===== src/rtl/pipe_stage_chain_if.sv =====
// Handshake bundle for pipe_stage_chain: producer side (in_*) and consumer side (out_*).
interface pipe_stage_chain_if #(
  parameter int unsigned WIDTH = 32
);
  logic [WIDTH-1:0] in_data;
  logic             in_valid;
  logic             in_ready;
  logic [WIDTH-1:0] out_data;
  logic             out_valid;

  modport master (
    output in_data,
    output in_valid,
    input  in_ready,
    input  out_data,
    input  out_valid
  );

  modport slave (
    input  in_data,
    input  in_valid,
    output in_ready,
    output out_data,
    output out_valid
  );
endinterface


===== src/rtl/pipe_stage_chain.sv =====
// Multi-stage pipeline register chain with per-stage stall/flush, bubble insertion
// and saturating bubble/flush performance counters.
module pipe_stage_chain #(
  parameter int unsigned      WIDTH   = 32,
  parameter int unsigned      STAGES  = 2,
  parameter logic [WIDTH-1:0] CLR_VAL = '0,
  parameter int unsigned      COUNT_W = 16
) (
  input  logic                clk,
  input  logic                reset,
  pipe_stage_chain_if.slave   bus,
  input  logic [STAGES-1:0]   stall,
  input  logic [STAGES-1:0]   flush,
  input  logic                clr_cnt,
  output logic [STAGES-1:0]   stage_valid,
  output logic [COUNT_W-1:0]  bubble_cnt,
  output logic [COUNT_W-1:0]  flush_cnt
);

  localparam int unsigned KILL_W = $clog2(STAGES + 1);
  localparam int unsigned SUM_W  = COUNT_W + KILL_W;
  localparam logic [COUNT_W-1:0] CNT_MAX = '1;

  logic [STAGES-1:0] hold;
  logic [WIDTH-1:0]  stageData [STAGES];
  logic [STAGES-1:0] stageValid;

  // A stage holds if it or any downstream stage is stalled.
  for (genvar g = 0; g < STAGES; g++) begin : gHold
    assign hold[g] = |stall[STAGES-1:g];
  end

  assign bus.in_ready = ~hold[0];

  for (genvar g = 0; g < STAGES; g++) begin : gStage
    logic [WIDTH-1:0] dataQ;
    logic             validQ;
    logic [WIDTH-1:0] prevData;
    logic             prevValid;
    logic             prevHold;

    if (g == 0) begin : gHead
      assign prevData  = bus.in_valid ? bus.in_data : CLR_VAL;
      assign prevValid = bus.in_valid;
      assign prevHold  = 1'b0;
    end else begin : gBody
      assign prevData  = stageData[g-1];
      assign prevValid = stageValid[g-1];
      assign prevHold  = hold[g-1];
    end

    // Priority: reset, flush, hold, then advance (bubble if upstream is held).
    always_ff @(posedge clk) begin
      if (!reset) begin
        dataQ  <= CLR_VAL;
        validQ <= 1'b0;
      end else if (flush[g]) begin
        dataQ  <= CLR_VAL;
        validQ <= 1'b0;
      end else if (!hold[g]) begin
        if (prevHold) begin
          dataQ  <= CLR_VAL;
          validQ <= 1'b0;
        end else begin
          dataQ  <= prevData;
          validQ <= prevValid;
        end
      end
    end

    assign stageData[g]  = dataQ;
    assign stageValid[g] = validQ;
  end

  assign stage_valid   = stageValid;
  assign bus.out_data  = stageData[STAGES-1];
  assign bus.out_valid = stageValid[STAGES-1];

  logic [KILL_W-1:0]  killCount;
  logic [SUM_W-1:0]   flushSum;
  logic [COUNT_W-1:0] flushNext;
  logic [COUNT_W-1:0] bubbleNext;

  // Saturating next values; the flush sum is widened so it can never wrap.
  always_comb begin
    killCount  = KILL_W'($countones(flush & stageValid));
    flushSum   = SUM_W'(flush_cnt) + SUM_W'(killCount);
    flushNext  = (flushSum > SUM_W'(CNT_MAX)) ? CNT_MAX : flushSum[COUNT_W-1:0];
    bubbleNext = bubble_cnt;
    if (!stageValid[STAGES-1] && (bubble_cnt != CNT_MAX)) begin
      bubbleNext = bubble_cnt + COUNT_W'(1);
    end
  end

  always_ff @(posedge clk) begin
    if (!reset) begin
      bubble_cnt <= '0;
      flush_cnt  <= '0;
    end else if (clr_cnt) begin
      bubble_cnt <= '0;
      flush_cnt  <= '0;
    end else begin
      bubble_cnt <= bubbleNext;
      flush_cnt  <= flushNext;
    end
  end

endmodule


===== src/flat_wrapper.sv =====
// flat-port wrapper written by rule: the top's interface ports become plain ports
module pipe_stage_chain_flat 
#(
  parameter int unsigned      WIDTH   = 32,
  parameter int unsigned      STAGES  = 2,
  parameter logic [WIDTH-1:0] CLR_VAL = '0,
  parameter int unsigned      COUNT_W = 16
)
  (clk, reset, stall, flush, clr_cnt, stage_valid, bubble_cnt, flush_cnt, bus_in_data, bus_in_valid, bus_in_ready, bus_out_data, bus_out_valid);
  pipe_stage_chain_if #(.WIDTH(WIDTH)) bus_i ();
  input  logic clk;
  input  logic reset;
  input  logic [STAGES-1:0] stall;
  input  logic [STAGES-1:0] flush;
  input  logic clr_cnt;
  output logic [STAGES-1:0] stage_valid;
  output logic [COUNT_W-1:0] bubble_cnt;
  output logic [COUNT_W-1:0] flush_cnt;
  input wire logic [$bits(bus_i.in_data)-1:0] bus_in_data;
  input wire logic [$bits(bus_i.in_valid)-1:0] bus_in_valid;
  output wire logic [$bits(bus_i.in_ready)-1:0] bus_in_ready;
  output wire logic [$bits(bus_i.out_data)-1:0] bus_out_data;
  output wire logic [$bits(bus_i.out_valid)-1:0] bus_out_valid;
  assign bus_i.in_data = bus_in_data;
  assign bus_i.in_valid = bus_in_valid;
  assign bus_in_ready = bus_i.in_ready;
  assign bus_out_data = bus_i.out_data;
  assign bus_out_valid = bus_i.out_valid;
  pipe_stage_chain #(.WIDTH(WIDTH), .STAGES(STAGES), .CLR_VAL(CLR_VAL), .COUNT_W(COUNT_W)) u_core (.clk(clk), .reset(reset), .bus(bus_i), .stall(stall), .flush(flush), .clr_cnt(clr_cnt), .stage_valid(stage_valid), .bubble_cnt(bubble_cnt), .flush_cnt(flush_cnt));
endmodule

===== config.mk =====
export PLATFORM = sky130hd
export DESIGN_NAME = pipe_stage_chain_flat
export DESIGN_NICKNAME = d
export VERILOG_FILES = /design/src/rtl/pipe_stage_chain_if.sv /design/src/rtl/pipe_stage_chain.sv /design/src/flat_wrapper.sv
export SDC_FILE = /design/constraint.sdc
export NUM_CORES = 1
export LEC_CHECK = 0
export BUFFER_PORTS_ARGS = -buffer_cell sky130_fd_sc_hd__buf_2
export CORE_MARGIN = 2
export CORE_UTILIZATION = 55
export DETAILED_ROUTE_END_ITERATION = 8
export GPL_ROUTABILITY_DRIVEN = 0
export PLACE_DENSITY = 0.93
export SLEW_MARGIN = 10
export SYNTH_ARGS = -nofsm -noshare
export SYNTH_HDL_FRONTEND = slang
export SYNTH_SLANG_ARGS = --single-unit

===== constraint.sdc =====
create_clock -name clk -period 4.7 [get_ports clk]
set_input_delay 0 -clock clk [delete_from_list [all_inputs] [get_ports clk]]
set_output_delay 0 -clock clk [all_outputs]
set_load 0.01 [all_outputs]

* Word-level counts from Yosys, hierarchy flattened *
Cells that the tools add are included.

operators by class
  equality and inequality tests = 1
  bitwise gates (word level) = 3
  reductions and logical operators = 6
  add/sub/neg operators = 3
  magnitude comparators = 1
  mux-type cells = 4

operator list
  cell                                                                                count
  32-bit 2-to-1 mux                                                                   2
  18-bit by 16-bit greater-than comparator with 1-bit output (second input constant)  1
  16-bit by 2-bit adder with 17-bit output                                            1
  16-bit by 1-bit adder with 16-bit output (second input constant)                    1
  16-bit 2-to-1 mux                                                                   1
  16-bit != test (second input constant)                                              1
  2-bit OR reduction                                                                  4
  1-bit by 1-bit adder with 2-bit output                                              1
  2-bit bitwise AND                                                                   1
  1-bit NOT                                                                           2
  1-bit logical AND                                                                   1
  1-bit logical NOT                                                                   1
  1-bit 2-to-1 mux                                                                    1

storage, ports and cells
  word-level logic and storage cells = 24
  register bits = 98
  output and inout port bits = 68
  input bits = 40

* Longest topological paths before layout *
Gate-level depths: netlist of run 1.

  depth in word-level cells = 5
  mapped depth = 9
  depth with buffers taken out = 8

* Least setup slack after synthesis of run 1 *
No wires, ideal clock.

  path kind = reg2reg
  start point = register u_core.gStage[1].validQ, in the netlist u_core.bus.out_valid
  end point = register u_core.flush_cnt[10]
  setup time = 0.070 ns
  data required time = 4.630 ns
  arrival = 2.298 ns
  slack = 2.332 ns
  period minus slack after synthesis = 2.368 ns
  cell stages (with the launch flop) = 10
  cells stage by stage = dfxtp_1 -> buf_6 -> nand2_1 -> fa_1 -> inv_1 -> ha_1 -> nand4_1 -> or4_1 -> buf_2 -> a21oi_1

on the way
  cells in the longest elaborated chain, start to end = 5

RTL lines
  element                                                         line                     RTL
  start, declared                                                 pipe_stage_chain.sv:37   logic validQ;
  start signal, assigned                                          pipe_stage_chain.sv:66   validQ <= prevValid;
  2-bit bitwise AND *                                             pipe_stage_chain.sv:86   killCount = KILL_W'($countones(flush & stageValid));
  1-bit by 1-bit adder with 2-bit output (implied by the code) *  pipe_stage_chain.sv:86
  16-bit by 2-bit adder with 17-bit output *                      pipe_stage_chain.sv:87   flushSum = SUM_W'(flush_cnt) + SUM_W'(killCount);
  18-bit by 16-bit greater-than comparator with 1-bit output      pipe_stage_chain.sv:88   flushNext = (flushSum > SUM_W'(CNT_MAX)) ? CNT_MAX : flushSum[COUNT_W-1:0];
  16-bit 2-to-1 mux *                                             pipe_stage_chain.sv:88
  end signal, assigned                                            pipe_stage_chain.sv:104  flush_cnt <= flushNext;
  end, declared                                                   pipe_stage_chain.sv:17   output logic [COUNT_W-1:0] flush_cnt

Every way passes the cells marked *; elsewhere a longest branch is shown, timed or not.
A chain may end at the register's enable or synchronous reset.

* Worst setup path in the final report of run 1 *
  start point = register u_core.gStage[1].validQ, in the netlist u_core.bus.out_valid
  end point = register u_core.flush_cnt[1]

The elaborated chain is that of the path after synthesis.

==> results by group, run 1 <==
Critical path
  – Register-to-register setup slack: 2.00 ns
  – R2R Path Start: u_core.bus.out_valid
  – CP endpoint kind: register
  – Crit path DAT: 2.96 ns
  – WP data required: 4.96 ns
  – Worst setup SP type: register
  – RR Endpoint: u_core.flush_cnt[1]
  – R2R depth: 7
  – Worst Path Class, Setup: register to register
  – CP max FO: 12

Outcome
  – Status: finished, final reports clean

STA
  – Slew HR: 23.35%
  – Final Max Slew Viols: 0
  – Tmin final: 2.704 ns
  – RSZ-0062 raised after global routing: false
  – Setup violators final: 0
  – Skew final: 0.01110 ns
  – Worst setup margin: 1.996 ns
  – Peak Freq: 369.8 MHz
  – Setup TNS: 0 ns
  – Worst slew pin tran: 1.140 ns
  – Final Cycle Share: 57.54%
  – Final hold violations: 0
  – Final hold slack: 0.08863 ns

Power and ir drop
  – Overall Power: 1.482 mW
  – Static Leakage: 1.902 nW
  – Worst vdd ir: 0.0002307 V
  – Cell area power density: 302.2 mW/mm2

Logic synthesis
  – Proportion of synthesized chip area in sequential cells: 50.73%
  – Synthesized area: 0.003867 mm2
  – Most common cell in the synthesized netlist: dfxtp_1
  – Post-synth top flop: dfxtp_1
  – Post-Syn Nets: 495
  – Xor/xnor share of the synthesized area: 1.812%
  – Commonest cells in the netlist: 98 x dfxtp_1, 59 x a21oi_1, 50 x nand2_1
  – FF+latch count, synth: 98
  – Synth unique cells: 43
  – Post-Synth Simple-Gate Area: 22.45%
  – EDFF count, synth: 0
  – Main combinational cell family by area after synthesis: simple AND/OR/NAND/NOR gates
  – Synth Area in Adders: 1.165%
  – Mux cell area share after synthesis: 0.2588%
  – Synthesized area per cell: 8.556 um2
  – Cells after synthesis: 452
  – Post-synthesis compound-gate area fraction: 18.54%
  – Synth area leaders: dfxtp_1 51%, a21oi_1 7.6%, a22oi_1 6.4%, nand3_1 5.4%, nand2_1 4.9%
  – Yosys top cell area share: 50.73%
  – Ys Warns: 0
  – Cell accounting for the most synthesized area: dfxtp_1
  – Synth async-reset ratio: 0%

Clock tree
  – CTS Buffer Depth: 2
  – Htree depth: 3
  – Clk_lat worst skew: 0.35 ns
  – Clock Sinks: 98
  – Post-CTS Setup Bufs: 0
  – Total CTS buffers: 9
  – Post-CTS Resized: 0
  – CTS tree: yes
  – Root Buffer: clkbuf_8
  – Clk pin slew, worst setup/hold paths: 0.08 ns

Drt
  – TritonRoute pass-1 iters: 7
  – DRC errors left: 0
  – Initial DRC Count: 206
  – Vias per inst: 5.720
  – ANT nets after route: 0
  – Routed via count: 3815
  – Routed wire length: 10130 um
  – WL per Instance: 15.18 um

Run
  – Max-Cap Viols: 0

GRT
  – Initial antenna violation count: 0
  – Largest net degree at the start of global routing: 68
  – Number of global-route vias before repair: 3597
  – Total GRT Usage: 26.52%
  – Total grt overflow: 0
  – First-pass GRT wire length: 16170 um

Worst hold path
  – HP Class: primary input to register
  – WHS Endpoint: u_core.flush_cnt[13]
  – WHS Path Cells: 3
  – Worst min-delay path startpoint: reset

Place
  – Port Buffers: 107
  – Setup WS pre-CTS: 2.050 ns
  – Dpl cells: 619
  – DP Area: 0.004373 mm2
  – Dpl hpwl: 6042 um

Cells and area
  – Final Non-Filler Cells: 667
  – Fill cells: 498
  – Util after Layout: 72.21%
  – Area Growth Syn to Fin: 26.85%
  – Layout net count: 610
  – Number of diodes: 0
  – Share of layout cells above drive strength 1: 22.94%
  – Final instance area: 0.004906 mm2

Floorplan
  – Core region area: 0.006794 mm2
  – Die area: 0.007719 mm2
  – I/O pin cnt: 108
  – Die Y: 87.86 um
  – Chip width: 87.86 um
  – Initial cell density of the core: 56.92%
  – Site Rows: 30
-- routing by layer --
layer | GRT usage [%] | routed length, um | up-vias
met1 | 32.03 | 4154 | 1793
met4 | 11.75 | 206 | 0
met2 | 45.39 | 5065 | 169
met5 | 0 | 0 | -
li1 | - | - | 1831
met3 | 5.749 | 701 | 22
-- registers in the layout, indices dropped and copies added (netlist names) --
signal                cells
u_core.gStage.validQ      1
u_core.gStage.dataQ      32
u_core.bus.out_valid      1
u_core.flush_cnt         16
u_core.bus.out_data      32
u_core.bubble_cnt        16
-- layout make-up --
type,count,area (um2),area share (%)
sequential,98,1962,39.99
multi-input combinational,308,1710,34.86
timing repair buffer,142,880.8,17.95
clock buffer,11,151.4,3.086
tap,96,120.1,2.448
clock inverter,4,51.30,1.046
inverter,8,30.03,0.6121
-- power breakdown --
part	switching (mW)	internal, mW	total (mW)
clock network	0.278	0.272	0.550
logic	0.0540	0.0401	0.0941
registers	0.00368	0.835	0.838
-- worst max path at each step --
| stage | start | endpoint | cells past startpoint |
|---|---|---|---|
| floorplan | u_core.bus.out_valid | u_core.flush_cnt[10] | 9 |
| global placement | u_core.bus.out_valid | u_core.flush_cnt[1] | 7 |
| detailed placement | u_core.bus.out_valid | u_core.flush_cnt[1] | 7 |
| CTS | u_core.bus.out_valid | u_core.flush_cnt[1] | 7 |
| global route | u_core.bus.out_valid | u_core.flush_cnt[0] | 7 |
| finish | u_core.bus.out_valid | u_core.flush_cnt[1] | 7 |
-- cell families after synthesis --
kind of cell	Yosys count
and+or+nand+nor	178
muxes	1
AOI/OAI and AO/OA	118
xor gates and xnor gates	8
adders and majority gates	3
DFF	98
buffers and inverters	46
-- worst max-delay path: stages, from the launching register on --
cell and delay, ns:
dfxtp_1 0.53, nand2_1 0.12, fa_1 0.39, inv_1 0.09, ha_1 0.22, nand4_1 0.24, or4_1 0.80, a21oi_1 0.23
-- layout by cell type, fill, tap and decap left out, types with 5 or more instances in the layout --
| cell type | instances |
|---|---|
| o21ai_0 | 11 |
| clkbuf_8 | 11 |
| xor2_1 | 5 |
| dlygate4sd3_1 | 33 |
| nor2_1 | 40 |
| or4_1 | 5 |
| nand4_1 | 7 |
| nand2_1 | 50 |
| or3_1 | 8 |
| buf_2 | 107 |
| inv_1 | 7 |
| o31ai_1 | 5 |
| nand3_1 | 42 |
| dfxtp_1 | 98 |
| a21oi_1 | 59 |
| a22oi_1 | 33 |
-- repair_timing --
item	4_1_cts	5_1_grt
hold buffers	33	0
endpoints found under the hold margin	34	0
endpoints found under the setup margin	0	0
Note: power is estimated with default switching activity, not from simulation.
==> inputs of run 2 (changes only) <==
--- a/config.mk
+++ b/config.mk
@@ -7,10 +7,10 @@
 export LEC_CHECK = 0
 export BUFFER_PORTS_ARGS = -buffer_cell sky130_fd_sc_hd__buf_2
 export CORE_MARGIN = 2
-export CORE_UTILIZATION = 55
+export CORE_UTILIZATION = 47
 export DETAILED_ROUTE_END_ITERATION = 8
 export GPL_ROUTABILITY_DRIVEN = 0
-export PLACE_DENSITY = 0.93
+export PLACE_DENSITY = 0.86
 export SLEW_MARGIN = 10
 export SYNTH_ARGS = -nofsm -noshare
 export SYNTH_HDL_FRONTEND = slang
==> constraint.sdc (replaced) <==
create_clock -name clk -period 2.2 [get_ports clk]
set_input_delay 0 -clock clk [delete_from_list [all_inputs] [get_ports clk]]
set_output_delay 0 -clock clk [all_outputs]
set_load 0.01 [all_outputs]
==> results by group, run 2 (synthesis results as in run 1) <==
Outcome
  – Status: finished, final reports clean

Critical path
  – Register-to-register setup slack: 0.03 ns
  – CP endpoint kind: register
  – R2R Path Start: u_core.bus.out_valid
  – Crit path DAT: 2.43 ns
  – Worst setup SP type: register
  – R2R depth: 7
  – RR Endpoint: u_core.flush_cnt[7]
  – WP data required: 2.46 ns
  – Worst Path Class, Setup: register to register
  – CP max FO: 6

GRT
  – First-pass GRT wire length: 16170 um
  – Number of global-route vias before repair: 3547
  – Total grt overflow: 0
  – Largest net degree at the start of global routing: 36
  – Initial antenna violation count: 0
  – Total GRT Usage: 22.33%

Drt
  – Routed wire length: 10440 um
  – Initial DRC Count: 138
  – DRC errors left: 0
  – WL per Instance: 15.11 um
  – Routed via count: 3865
  – Vias per inst: 5.593
  – TritonRoute pass-1 iters: 5
  – ANT nets after route: 0

Clock tree
  – Clk_lat worst skew: 0.35 ns
  – Htree depth: 3
  – Clk pin slew, worst setup/hold paths: 0.09 ns
  – Root Buffer: clkbuf_8
  – Total CTS buffers: 9
  – Clock Sinks: 98
  – CTS Buffer Depth: 2
  – CTS tree: yes

Worst hold path
  – HP Class: primary input to register
  – WHS Endpoint: u_core.bubble_cnt[3]
  – WHS Path Cells: 4
  – Worst min-delay path startpoint: reset

Place
  – Setup WS pre-CTS: 0.1007 ns
  – Dpl cells: 637
  – DP Area: 0.004457 mm2
  – Dpl hpwl: 6440 um
  – Port Buffers: 107

Cells and area
  – Final instance area: 0.005091 mm2
  – Share of layout cells above drive strength 1: 27.65%
  – Commonest cells after routing, fill and taps aside: 107 x buf_2, 95 x dfxtp_1, 53 x a21oi_1
  – Area Growth Syn to Fin: 31.64%
  – Multi-input logic area: 0.001773 mm2
  – Final Non-Filler Cells: 691
  – Layout net count: 624
  – Util after Layout: 62.91%
  – Commonest non-fill, non-tap cell in the layout: buf_2
  – Fill cells: 691
  – Sequential cell area: 0.001966 mm2
  – Number of diodes: 0

Power and ir drop
  – Static Leakage: 1.976 nW
  – Overall Power: 3.217 mW
  – Worst vdd ir: 0.0004142 V
  – Cell area power density: 631.8 mW/mm2

Floorplan
  – Site Rows: 33
  – Chip width: 94.71 um
  – I/O pin cnt: 108
  – Die Y: 94.71 um
  – Core region area: 0.008093 mm2
  – Die area: 0.008970 mm2
  – Initial cell density of the core: 47.79%

STA
  – Final hold slack: 0.08452 ns
  – Worst setup margin: 0.02716 ns
  – Tmin final: 2.173 ns
  – Final hold violations: 0
  – Setup TNS: 0 ns
  – Final Max Slew Viols: 0
  – Skew final: 0.008414 ns
  – Worst slew pin tran: 1.264 ns
  – Setup violators final: 0
  – Final Cycle Share: 98.77%
  – Slew HR: 15.74%
  – Peak Freq: 460.2 MHz

Run
  – Max-Cap Viols: 0
run 2: changes by cell type in the layout (fill, tap and decap cells not counted), sizes merged:
cell,change
buf,+13
or4,+1
clkinvlp,-1
clkinv,+1
inv,+1
run 2: final cells by class:
class / instances / share of cell area, %
repair buffers: 155 / 19.22
clock buffers: 11 / 2.974
well taps: 105 / 2.580
clock inverters: 5 / 1.204
multi-input cells: 309 / 34.82
flip-flops and latches: 98 / 38.61
inverters: 8 / 0.5898
run 2: worst max-delay path by stage:
stage,to,slack [ns],from
2_1_floorplan,u_core.flush_cnt[10],0.01,u_core.bus.out_valid
3_3_place_gp,u_core.flush_cnt[0],0.21,u_core.flush_cnt[0]
3_5_place_dp,u_core.flush_cnt[10],0.10,u_core.flush_cnt[0]
4_1_cts,u_core.flush_cnt[7],0.08,u_core.gStage[0].validQ
5_1_grt,u_core.flush_cnt[10],-0.05,u_core.bus.out_valid
6_report,u_core.flush_cnt[7],0.03,u_core.bus.out_valid
run 2: routing by layer:
metal  part of all wire, %  GRT usage, %  vias up
met5                     0             0        -
met4                  0.88         6.884        0
met3                   6.6         4.310       10
met2                    51         38.77      149
met1                    42         27.97     1836
li1                      -             -     1870
run 2: critical path, cell delays in order (launching register included):
cell,delay [ns]
dfxtp_2,0.34
nand2_2,0.06
fa_2,0.40
inv_2,0.09
ha_4,0.14
nand4_1,0.22
or4_4,0.68
a21oi_2,0.17
run 2: what timing repair did:
action,in CTS,in global routing
hold buffers,33,0
setup endpoints to repair,0,13
buffers inserted,0,4
endpoints found under the hold margin,34,0
gates resized for setup,0,16
run 2: power by group:
| part | internal (mW) | switching, mW | leakage (nW) | total (mW) |
|---|---|---|---|---|
| Sequential | 1.78 | 0.00699 | 0.792 | 1.79 |
| Combinational | 0.0904 | 0.118 | 1.07 | 0.208 |
| Clock | 0.595 | 0.623 | 0.110 | 1.22 |
==> inputs of run 3 (changes only) <==
--- a/config.mk
+++ b/config.mk
@@ -5,12 +5,12 @@
 export SDC_FILE = /design/constraint.sdc
 export NUM_CORES = 1
 export LEC_CHECK = 0
+export ABC_AREA = 1
 export BUFFER_PORTS_ARGS = -buffer_cell sky130_fd_sc_hd__buf_2
-export CORE_MARGIN = 2
 export CORE_UTILIZATION = 47
 export DETAILED_ROUTE_END_ITERATION = 8
 export GPL_ROUTABILITY_DRIVEN = 0
-export PLACE_DENSITY = 0.86
+export PLACE_DENSITY = 0.85
 export SLEW_MARGIN = 10
 export SYNTH_ARGS = -nofsm -noshare
 export SYNTH_HDL_FRONTEND = slang
==> results by group, run 3 <==
Critical path
  – WP data required: 2.47 ns
  – Worst Path Class, Setup: register to register
  – CP max FO: 4
  – R2R depth: 11
  – CP endpoint kind: register
  – Worst setup SP type: register
  – Crit path DAT: 2.28 ns

STA
  – Final hold violations: 0
  – Worst slew pin tran: 0.6877 ns
  – Setup violators final: 0
  – Tmin final: 2.009 ns
  – Setup TNS: 0 ns
  – Final Max Slew Viols: 0
  – Peak Freq: 497.7 MHz
  – Final hold slack: 0.04247 ns
  – RSZ-0062 raised after global routing: false
  – Skew final: 0.006853 ns
  – Slew HR: 53.80%
  – Final Cycle Share: 91.33%

Logic synthesis
  – Ys Warns: 0
  – Proportion of synthesized chip area in sequential cells: 47.85%
  – Synth unique cells: 31
  – Cell accounting for the most synthesized area: dfxtp_1
  – EDFF count, synth: 0
  – Commonest cells in the netlist: 220 x nand2_1, 98 x dfxtp_1, 81 x a21oi_1
  – Post-Syn Nets: 604
  – Most common cell in the synthesized netlist: nand2_1
  – Yosys top cell area share: 47.85%
  – Synth async-reset ratio: 0%
  – Synthesized area: 0.004100 mm2
  – Cells after synthesis: 561
  – Synthesized area per cell: 7.309 um2
  – FF+latch count, synth: 98
  – Synth area leaders: dfxtp_1 48%, nand2_1 20%, a21oi_1 9.9%, nor2_1 2.9%, inv_1 2.6%
  – Post-synth top flop: dfxtp_1

Power and ir drop
  – Cell area power density: 596.2 mW/mm2
  – Overall Power: 3.145 mW
  – Static Leakage: 2.080 nW
  – Worst vdd ir: 0.0004305 V

Drt
  – Routed via count: 4205
  – WL per Instance: 13.99 um
  – ANT nets after route: 0
  – Routed wire length: 11260 um
  – TritonRoute pass-1 iters: 4
  – Vias per inst: 5.224
  – Initial DRC Count: 254
  – DRC errors left: 0

GRT
  – M1 GR Usage: 30.25%
  – Largest net degree at the start of global routing: 34
  – GR peak layer: met2
  – First-pass GRT wire length: 17820 um
  – Met3 GRT Util: 5.343%
  – Grt met2 use: 42.02%
  – Total grt overflow: 0
  – Total GRT Usage: 25.20%
  – Initial antenna violation count: 0
  – Number of global-route vias before repair: 3948

Place
  – Dpl hpwl: 7122 um
  – Port Buffers: 107

Cells and area
  – Number of diodes: 0
  – Area Growth Syn to Fin: 28.65%
  – Fill cells: 693
  – Multi-input logic area: 0.001924 mm2
  – Commonest cells after routing, fill and taps aside: 220 x nand2_1, 107 x buf_2, 97 x dfxtp_1
  – Share of layout cells above drive strength 1: 22.57%
  – Commonest non-fill, non-tap cell in the layout: nand2_1
  – Util after Layout: 63.25%
  – Layout net count: 738
  – Sequential cell area: 0.001963 mm2

Floorplan
  – Core region area: 0.008341 mm2
  – Chip width: 95.40 um
  – Site Rows: 33
  – Initial cell density of the core: 49.16%
  – I/O pin cnt: 108
  – Die area: 0.009101 mm2
  – Die Y: 95.40 um

Run
  – Max-Cap Viols: 0

Clock tree
  – Clock Sinks: 98
  – Clk_lat worst skew: 0.37 ns
  – Clk pin slew, worst setup/hold paths: 0.10 ns
  – Post-CTS Setup Bufs: 0
  – CTS Buffer Depth: 2
  – Root Buffer: clkbuf_8
  – CTS tree: yes
  – Total CTS buffers: 9
  – Htree depth: 3

Outcome
  – Status: finished, final reports clean

Worst hold path
  – HP Class: primary input to register
  – WHS Path Cells: 5
-- run 3: cell types whose count changed after synthesis, moves of 4 or more --
cell,before,now
o31ai_1,5,0
a22oi_1,33,0
or3_1,8,0
a21oi_2,0,9
or4_1,5,0
nand2_1,50,220
clkbuf_1,27,16
o21ai_0,11,6
nand3_1,42,12
xnor2_1,3,7
a21oi_1,59,81
nor2_1,40,32
inv_1,8,28
-- run 3: cell families (layout without fill, tap and decap cells) --
logic type	after synthesis	in the layout	share of synthesized area, %
buffers and inverters	59	197	6.011
AOI/OAI and AO/OA	98	98	13.21
xor gates and xnor gates	15	15	3.204
DFF	98	98	47.85
and+or+nand+nor	288	289	28.62
adders and majority gates	3	3	1.098
-- run 3: critical path, stage by stage, from the launching register on --
cell,delay [ns]
dfxtp_2,0.36
nand2_1,0.08
fa_2,0.39
inv_1,0.07
ha_1,0.18
nand3_1,0.15
inv_1,0.12
nand4_2,0.12
inv_2,0.14
nand2_1,0.11
nor3_2,0.14
nor2_1,0.06
-- run 3: cell type report --
class                           instances  share of cell area [%]
Sequential cell                        98                   37.22
Multi-Input combinational cell        405                   36.48
Timing Repair Buffer                  150                   17.98
Tap cell                              105                   2.491
Clock buffer                            9                   2.348
Inverter                               31                   2.206
Clock inverter                          7                   1.281
-- run 3: path summary, 6_finish.rpt --
path | from | endpoint | slack (ns)
max reg2reg | u_core.gStage[0].validQ | u_core.flush_cnt[12] | 0.19
max | u_core.gStage[0].validQ | u_core.flush_cnt[12] | 0.19
min | clr_cnt | u_core.bubble_cnt[10] | 0.04
min reg2reg | u_core.bus.out_data[7] | u_core.bus.out_data[7] | 0.47
-- run 3: repair_timing --
| item | CTS | global route |
|---|---|---|
| setup endpoints to repair | 4 | 16 |
| resized for setup | 1 | 4 |
| gates cloned | 0 | 1 |
| pin swaps | 0 | 0 |
| hold buffers | 36 | 0 |
| hold endpoints to repair | 44 | 0 |
-- run 3: metal layers --
metal | share of wire [%] | wire length [um] | up-vias
met5 | 0 | 0 | -
met4 | 3.4 | 386 | 0
met3 | 8.6 | 973 | 40
met2 | 48 | 5447 | 213
met1 | 40 | 4450 | 1902
li1 | - | - | 2050
-- run 3: where the power goes --
group | internal, mW | switching [mW] | total, mW
Combinational | 0.0919 | 0.109 | 0.201
Sequential | 1.78 | 0.00706 | 1.79
Clock | 0.445 | 0.708 | 1.15
-- run 3: metrics by stage --
step	setup WS, ns	cell area, um2	cells
after floorplan	0.2003	4100	561
after global placement	0.1085	4690	752
after detailed placement	0.01236	4690	752
after CTS	0.08782	5249	804
after global routing	0.03974	5275	805
final	0.1908	5275	805
